File: config.mk
export PLATFORM = sky130hd
export DESIGN_NAME = ides4_align_ctrl
export DESIGN_NICKNAME = d
export VERILOG_FILES = /design/src/rtl/ides4_align_ctrl.sv
export SDC_FILE = /design/constraint.sdc
export NUM_CORES = 1
export LEC_CHECK = 0
export ABC_AREA = 1
export ABC_CLOCK_PERIOD_IN_PS = 1300
export CAP_MARGIN = 20
export CORE_MARGIN = 1
export CORE_UTILIZATION = 25
export DETAILED_ROUTE_END_ITERATION = 10
export PLACE_DENSITY = 0.5
export REMOVE_ABC_BUFFERS = 1
export SYNTH_ARGS = -nofsm -noshare
export SYNTH_HDL_FRONTEND = slang
export SYNTH_SLANG_ARGS = --single-unit
File: constraint.sdc
create_clock -name pclk -period 1.3 [get_ports pclk]
set_input_delay 0.39 -clock pclk [delete_from_list [all_inputs] [get_ports pclk]]
set_output_delay 0.39 -clock pclk [all_outputs]
set_load 0.1 [all_outputs]
File: src/rtl/ides4_align_ctrl.sv
// ---------------------------------------------------------------------------
// | Module   : ides4_align_ctrl                                              |
// | Brief    : Bit-slip word-alignment controller for a bank of IDES4 lanes.  |
// |            Slips each lane in turn until its word locks to PATTERN.      |
// | Revision : 1.0 - initial release                                         |
// ---------------------------------------------------------------------------
`default_nettype none
`timescale 1ns/1ps

module ides4_align_ctrl #(
  parameter int         LANES   = 2,
  parameter logic [3:0] PATTERN = 4'b0011,
  parameter int         SETTLE  = 4,
  parameter int         MATCHES = 8
) (
  input  logic                 pclk,
  input  logic                 reset,
  input  logic                 start_i,
  input  logic [4*LANES-1:0]   q_i,
  output logic [LANES-1:0]     calib_o,
  output logic                 busy_o,
  output logic                 done_o,
  output logic                 fail_o,
  output logic [LANES-1:0]     lock_o,
  output logic [2*LANES-1:0]   slips_o
);

  localparam int LW = (LANES > 1) ? $clog2(LANES) : 1;

  localparam logic [2:0] S_IDLE  = 3'd0;
  localparam logic [2:0] S_WAIT  = 3'd1;
  localparam logic [2:0] S_CHECK = 3'd2;
  localparam logic [2:0] S_SLIP  = 3'd3;
  localparam logic [2:0] S_NEXT  = 3'd4;
  localparam logic [2:0] S_DONE  = 3'd5;

  localparam logic [3:0]    SETTLE_LD  = 4'(SETTLE);
  localparam logic [7:0]    MATCH_LAST = 8'(MATCHES - 1);
  localparam logic [LW-1:0] LANE_LAST  = LW'(LANES - 1);

  logic [2:0]         state_q, state_d;
  logic [LW-1:0]      lane_q, lane_d;
  logic [1:0]         tries_q, tries_d;
  logic [3:0]         settle_q, settle_d;
  logic [7:0]         match_q, match_d;
  logic [LANES-1:0]   calib_q, calib_d;
  logic               busy_q, busy_d;
  logic               done_q, done_d;
  logic               fail_q, fail_d;
  logic [LANES-1:0]   lock_q, lock_d;
  logic [2*LANES-1:0] slips_q, slips_d;

  logic [3:0] lane_word;
  logic       word_match;

  always_comb begin
    lane_word = 4'b0000;
    for (int n = 0; n < LANES; n++) begin
      if (lane_q == LW'(n)) lane_word = q_i[4*n +: 4];
    end
  end

  assign word_match = (lane_word == PATTERN);

  // State register (also holds every counter and registered output)
  always_ff @(posedge pclk) begin
    if (reset) begin
      state_q  <= S_IDLE;
      lane_q   <= '0;
      tries_q  <= '0;
      settle_q <= '0;
      match_q  <= '0;
      calib_q  <= '0;
      busy_q   <= 1'b0;
      done_q   <= 1'b0;
      fail_q   <= 1'b0;
      lock_q   <= '0;
      slips_q  <= '0;
    end else begin
      state_q  <= state_d;
      lane_q   <= lane_d;
      tries_q  <= tries_d;
      settle_q <= settle_d;
      match_q  <= match_d;
      calib_q  <= calib_d;
      busy_q   <= busy_d;
      done_q   <= done_d;
      fail_q   <= fail_d;
      lock_q   <= lock_d;
      slips_q  <= slips_d;
    end
  end

  always_comb begin
    state_d = state_q;
    case (state_q)
      S_IDLE:  if (start_i) state_d = S_WAIT;
      S_WAIT:  if (settle_q <= 4'd1) state_d = S_CHECK;
      S_CHECK: begin
        if (word_match) begin
          if (match_q == MATCH_LAST) state_d = S_NEXT;
        end else if (tries_q != 2'd3) begin
          state_d = S_SLIP;
        end else begin
          state_d = S_NEXT;
        end
      end
      S_SLIP:  state_d = S_WAIT;
      S_NEXT:  state_d = (lane_q == LANE_LAST) ? S_DONE : S_WAIT;
      S_DONE:  state_d = S_IDLE;
      default: state_d = S_IDLE;
    endcase
  end

  always_comb begin
    lane_d   = lane_q;
    tries_d  = tries_q;
    settle_d = settle_q;
    match_d  = match_q;
    calib_d  = '0;
    done_d   = done_q;
    fail_d   = fail_q;
    lock_d   = lock_q;
    slips_d  = slips_q;
    busy_d   = (state_d != S_IDLE);

    case (state_q)
      S_IDLE: begin
        if (start_i) begin
          lock_d   = '0;
          slips_d  = '0;
          fail_d   = 1'b0;
          done_d   = 1'b0;
          lane_d   = '0;
          tries_d  = 2'd0;
          settle_d = SETTLE_LD;
        end
      end
      S_WAIT: begin
        settle_d = settle_q - 4'd1;
        if (settle_q <= 4'd1) match_d = 8'd0;
      end
      S_CHECK: begin
        if (word_match) begin
          match_d = match_q + 8'd1;
          for (int n = 0; n < LANES; n++) begin
            if ((match_q == MATCH_LAST) && (lane_q == LW'(n))) lock_d[n] = 1'b1;
          end
        end else begin
          match_d = 8'd0;
          // Pulse is registered so it is high exactly during the SLIP cycle
          for (int n = 0; n < LANES; n++) begin
            if ((tries_q != 2'd3) && (lane_q == LW'(n))) calib_d[n] = 1'b1;
          end
          if (tries_q == 2'd3) fail_d = 1'b1;
        end
      end
      S_SLIP: begin
        for (int n = 0; n < LANES; n++) begin
          if (lane_q == LW'(n)) slips_d[2*n +: 2] = slips_q[2*n +: 2] + 2'd1;
        end
        tries_d  = tries_q + 2'd1;
        settle_d = SETTLE_LD;
      end
      S_NEXT: begin
        if (lane_q == LANE_LAST) begin
          done_d = 1'b1;
        end else begin
          lane_d   = lane_q + LW'(1);
          tries_d  = 2'd0;
          settle_d = SETTLE_LD;
        end
      end
      default: ;
    endcase
  end

  assign calib_o = calib_q;
  assign busy_o  = busy_q;
  assign done_o  = done_q;
  assign fail_o  = fail_q;
  assign lock_o  = lock_q;
  assign slips_o = slips_q;

endmodule

`default_nettype wire

## Yosys cells after proc, flatten, opt, wreduce, memory -nomap -nowiden

Cells that the tools add are included.

- Input port bits: 11
- Output and inout port bits: 11
- Flip-flop bits (word level): 29
- Word-level logic and storage cells: 99

- Reductions and logical operators: 23
- $lt $le $gt $ge: 1
- Mux-type cells: 35
- Equality and inequality tests: 19
- Add/sub/neg operators: 6
- Bitwise logic cells: 2

Operators with widths:

| operator | number |
|---|---|
| 2-bit != test (second input constant) | 12 |
| 3-bit 2-to-1 mux | 6 |
| 4-bit 2-to-1 mux | 4 |
| 8-bit 2-to-1 mux | 2 |
| 4-bit case mux with 4 select lines | 1 |
| 8-bit case mux with 2 select lines | 1 |
| 3-bit case mux with 5 select lines | 1 |
| 3-bit AND reduction | 5 |
| 4-bit AND reduction | 3 |
| 2-bit 2-to-1 mux | 5 |
| 1-bit 2-to-1 mux | 9 |
| 8-bit by 1-bit adder with 8-bit output (second input constant) | 1 |
| 8-bit by 3-bit == test with 1-bit output (second input constant) | 1 |
| 4-bit case mux with 2 select lines | 1 |
| 2-bit nonzero test | 4 |
| 2-bit by 1-bit adder with 2-bit output (second input constant) | 3 |
| 3-bit by 2-bit == test with 1-bit output (second input constant) | 2 |
| 1-bit case mux with 2 select lines | 3 |
| 2-bit case mux with 3 select lines | 1 |
| 3-bit nonzero test | 2 |
| 4-bit by 2-bit == test with 1-bit output (second input constant) | 1 |
| 4-bit by 1-bit <= comparator with 1-bit output (second input constant) | 1 |
| 1-bit logical AND | 4 |
| 2-bit case mux with 2 select lines | 1 |
| other kinds (10) | 12 |

## Logic depth before layout (Yosys ltp)

- Depth in word-level cells: 5
- Mapped depth: 10
- Mapped depth without buffers: 10

## Least setup slack after synthesis

Ideal clock, no wire load.

- Path kind: register to register
- Start point: register slips_q[0], in the netlist slips_o[0]
- End point: register slips_q[1], in the netlist slips_o[1]
- Buffers on the path: 0
- Clock period less this slack: 1.419 ns
- Library setup time: 0.119 ns
- Stages on the path, launching flop included: 4
- Data required time: 1.181 ns
- Arrival time: 1.300 ns
- Slack: -0.119 ns
- Cells stage by stage: dfxtp_1 -> o21ai_1 -> nand3_1 -> nand2_1

- Word-level cells in the longest chain between the ends: 3

RTL lines:

| what | RTL line | source |
|---|---|---|
| from (decl) | 51 | `logic [2*LANES-1:0] slips_q, slips_d;` |
| from (signal assigned) | 90 | `slips_q <= slips_d;` |
| 2-bit by 1-bit adder with 2-bit output | 160 | `if (lane_q == LW'(n)) slips_d[2*n +: 2] = slips_q[2*n +: 2] + 2'd1;` |
| 2-bit 2-to-1 mux | 160 |  |
| 4-bit case mux with 2 select lines | 127 | `case (state_q)` |

No other way between the ends. The select of a mux whose other input is x is not followed.
A chain may end at the register's enable or synchronous reset.

## Worst setup path after layout

- Start point: register match_q[0]
- End point: register match_q[6]

- Word-level cells in the longest chain between the ends: 3

RTL lines:

| what | RTL line | source |
|---|---|---|
| from (decl) | 45 | `logic [7:0] match_q, match_d;` |
| from (signal assigned) | 84 | `match_q <= match_d;` |
| 8-bit by 1-bit adder with 8-bit output | 145 | `match_d = match_q + 8'd1;` |
| 8-bit 2-to-1 mux | 144 | `if (word_match) begin` |
| 8-bit case mux with 2 select lines | 127 |  |

No other way between the ends.

==> results list <==
- The run finished with clean final reports.
* Switching power: 0.00140 W
- Area share of the largest cell type after synthesis: 0.400
* Number of hold violations in the final report: 0
- Final Wtd Congestion: 0.762
- Power per cell area: 1530 nW/um^2
- Per-instance average area after synthesis: 7.08 um^2
- For flop-to-flop paths, the worst setup slack is 0.005 ns.
* Cells after synthesis: 205
* Antenna Nets Post-Route: 0
* Ranking of synthesized cells by area: dfxtp_1 (40%), nand2_1 (11%), inv_1 (6.2%)
* Series of cell instances along the critical path: ha_4 -> nand2_2 -> nor2_1 -> nand2_1 -> xor2_1 -> o21a_1 -> nor2_2
- Critical path arrival: 1.52 ns
- End-of-flow core utilization: 0.420
- Counting the buffers created by CTS gives 5.
* CP bufs+invs: 0
* Startpoint type of the worst setup path: flop
* Vias per cell: 4.40
* Area grow syn2layout: 60.2%
* Slowest cell on the critical path: dfxtp_2
- Post-synthesis register bit count: 29
* Number of filler cells placed in the layout: 580
- Deepest clock path buffer count: 2
- For this design, the CTS-stage hold fixing added 0 buffers.
- Counting distinct cell types in the post-synthesis netlist gives 27.
- Critical-path maximum fanout: 4
- Clock-pin slew was measured on the worst setup and hold paths at 0.06 ns.
* Logic pwr share: 0.467
* DRC violations left: 0
- Share of layout cells above drive strength 1: 0.412
* Maximum frequency from static timing analysis: 0.772 GHz
- GRT Total Usage: 0.129
- Routed wirelength normalized by instance count: 11.1 um
- Most area-hungry cell type in the Yosys netlist: dfxtp_1
- The cell area that synthesis handed to floorplanning was 1450 um^2.
* Critical Setup Path Class: flop to flop
* Count of final max-slew check failures: 0
- IR analysis of the VDD net gives a maximum drop of 0.994 mV.
- Data on the critical path is required at its endpoint by 1.53 ns.
- The number of antenna violations at the first check in global routing is 0.
- Floorplan die height: 78.2 um
- Portion of the clock cycle consumed by the worst path in the final layout: 0.996
* Max-cap check violation count: 0
- Initial DRC count: 42
* Setup TNS: 0 ns
- Summing all flip-flop and latch instances after layout gives 599 um^2.
* Max incr delay on CP: 0.37 ns
- For the pin with the worst max-slew slack, the measured transition is 0.271 ns.
- Of the total power, the clock network draws 0.213.
- The completed layout was analyzed and its total power is 0.00355 W.
- Post-layout worst setup margin: 0.00536 ns
- The die covers 6110 um^2.
- Post-Place Cells: 316
* Clock sinks: 29
- Combined area of the multi-input logic cells: 885 um^2
* Switching Share: 0.393
- From left edge to right edge, the die measures 78.2 um.
- Slew HR: 0.818
- TritonCTS built the clock tree.
* RSZ-0062 raised after global routing: yes
- Entering global routing, the biggest net connects 13 pins.
- The first detailed-routing pass took 4 iterations.
- Deepest level of the CTS H-tree: 2
- Input and output buffers added on the ports amount to 21.
* Cell leakage power: 1.01 nW
- Count of boundary I/O pins: 22
- Final Setup Violations: 0
- Clock insertion delay at the later pin of the skew report: 0.28 ns
- STA classifies the critical path endpoint as a flop.
- Number of global-route vias before repair: 1394
- Wire length of the first global-routing pass: 6100 um
* Post-Layout Cell Count: 327
- After legalization and detailed placement, the total HPWL measured 2580 um.
- Proportion of synthesized chip area in sequential cells: 0.400
* Net total in the final layout: 270
* Total internal power: 0.00215 W
- Between clock sinks in the finished design, the worst skew comes to 0.00579 ns.
- Core Region: 5540 um^2
- The share of total power dissipated in sequential elements is 0.320.
* Total via count in the routed design: 1440
- After layout, the minimum clock period comes to 1.29 ns.
- Starting density of the core: 0.262
* Worst slack after detailed placement: -0.418 ns
* Overflow after GRT: 0
- For this run, the number of Yosys warnings is 0.
- Cell at the root of the clock tree: clkbuf_8
* Final Routed Wirelength: 3650 um
* Diodes inserted: 0
- Std cell rows: 27
- Top Family by Delay on Critical Path: simple AND/OR/NAND/NOR gates
* Hold WC Path Type: flop to flop
==> synthesized netlist by cell type (all sizes together) <==
cell type,number
nand3,19
xor2,3
nand4,6
a211oi,1
buf,2
nor3,2
a31oi,1
a21oi,15
o211a,1
or2,3
inv,30
nor2,26
ha,4
dfxtp,29
o21a,1
o31ai,1
nand2,46
clkbuf,2
o21ai,13
==> layout by cell type, fill, tap and decap left out, types with 2 or more instances in the layout <==
| cell | synthesis | final |
|---|---|---|
| a21oi_1 | 15 | 14 |
| nor3_1 | 2 | 2 |
| o21ai_0 | 6 | 3 |
| nand3_1 | 17 | 13 |
| nor2_4 | 2 | 4 |
| nand3_4 | 0 | 2 |
| inv_1 | 24 | 19 |
| dlygate4sd2_1 | 0 | 4 |
| buf_12 | 0 | 13 |
| xor2_1 | 3 | 3 |
| o21ai_2 | 1 | 3 |
| buf_4 | 1 | 23 |
| nand4_1 | 6 | 6 |
| dlymetal6s2s_1 | 0 | 5 |
| nand3_2 | 2 | 4 |
| dfxtp_1 | 29 | 18 |
| or2_2 | 3 | 3 |
| nand2_2 | 4 | 4 |
| nand2_4 | 0 | 3 |
| inv_2 | 6 | 9 |
| o21ai_1 | 6 | 7 |
| dfxtp_2 | 0 | 9 |
| nand2_1 | 42 | 39 |
| clkbuf_8 | 0 | 6 |
| ha_4 | 0 | 3 |
| dfxtp_4 | 0 | 2 |
| nor2_2 | 5 | 10 |
| nor2_1 | 19 | 12 |
==> power by group through the flow <==
stage	clock network [W]	logic [W]	registers, W
4_1_cts	0.000790	0.00159	0.00112
3_5_place_dp	0	0.00145	0.00113
2_1_floorplan	0	0.000671	0.00135
5_1_grt	0.000813	0.00182	0.00115
3_3_place_gp	0	0.00145	0.00113
6_report	0.000758	0.00166	0.00114
==> cell families after synthesis <==
family                     share of synthesized area
AOI/OAI and AO/OA                              0.126
xor gates and xnor gates                      0.0181
adders and majority gates                     0.0345
buffers and inverters                         0.0914
DFF                                            0.400
and+or+nand+nor                                0.330
==> path summary, 6_finish.rpt <==
kind | startpoint | endpoint | cells after the start
setup / recovery | match_q[0]$_SDFFE_PP0P_ | match_q[6]$_SDFFE_PP0P_ | 7
hold / removal | match_q[7]$_SDFFE_PP0P_ | match_q[7]$_SDFFE_PP0P_ | 2
setup reg to reg | match_q[0]$_SDFFE_PP0P_ | match_q[6]$_SDFFE_PP0P_ | 7
hold reg to reg | match_q[7]$_SDFFE_PP0P_ | match_q[7]$_SDFFE_PP0P_ | 2
==> registers in the layout, summed over array words and instances, names as in the netlist, 2 cells and up <==
signal,count
calib_o,2
lock_o,2
match_q,8
settle_q,4
slips_o,4
state_q,3
tries_q,2
==> through the flow <==
step | hold slack (ns) | cell area, um^2
global route | 0.487 | 2320
finish | 0.484 | 2320
global placement | 0.469 | 2030
CTS | 0.480 | 2220
floorplan | 0.446 | 1430
detailed placement | 0.472 | 2030
==> worst register-to-register path, cell delays in order (launching register included) <==
cell and delay [ns]:
dfxtp_2 0.37, ha_4 0.14, nand2_2 0.07, nor2_1 0.18, nand2_1 0.09, xor2_1 0.15, o21a_1 0.17, nor2_2 0.07
==> cell type report <==
type,instances,area share
multi-input cells,142,0.381
flip-flops and latches,29,0.258
repair buffers,46,0.233
inverters,30,0.0511
well taps,72,0.0388
clock buffers,7,0.0371
repair inverters,1,0.00215
==> timing repair <==
item | 4_1_cts | 5_1_grt
endpoints found under the setup margin | 15 | 30
gates cloned | 0 | 1
endpoints found under the hold margin | 0 | 0
setup buffers | 3 | 0
resized for setup | 27 | 37
pin swaps | 17 | 19
==> per-layer routing <==
| metal | share of wire | vias to the layer above | wire, um | track usage |
|---|---|---|---|---|
| met5 | 0 | - | 0 | 0 |
| met4 | 0.018 | 0 | 64 | 0.0722 |
| met3 | 0.037 | 5 | 135 | 0.0221 |
| met2 | 0.49 | 26 | 1770 | 0.225 |
| met1 | 0.46 | 646 | 1670 | 0.149 |
| li1 | - | 763 | - | - |
No activity file was read; power rests on OpenSTA's default activity.
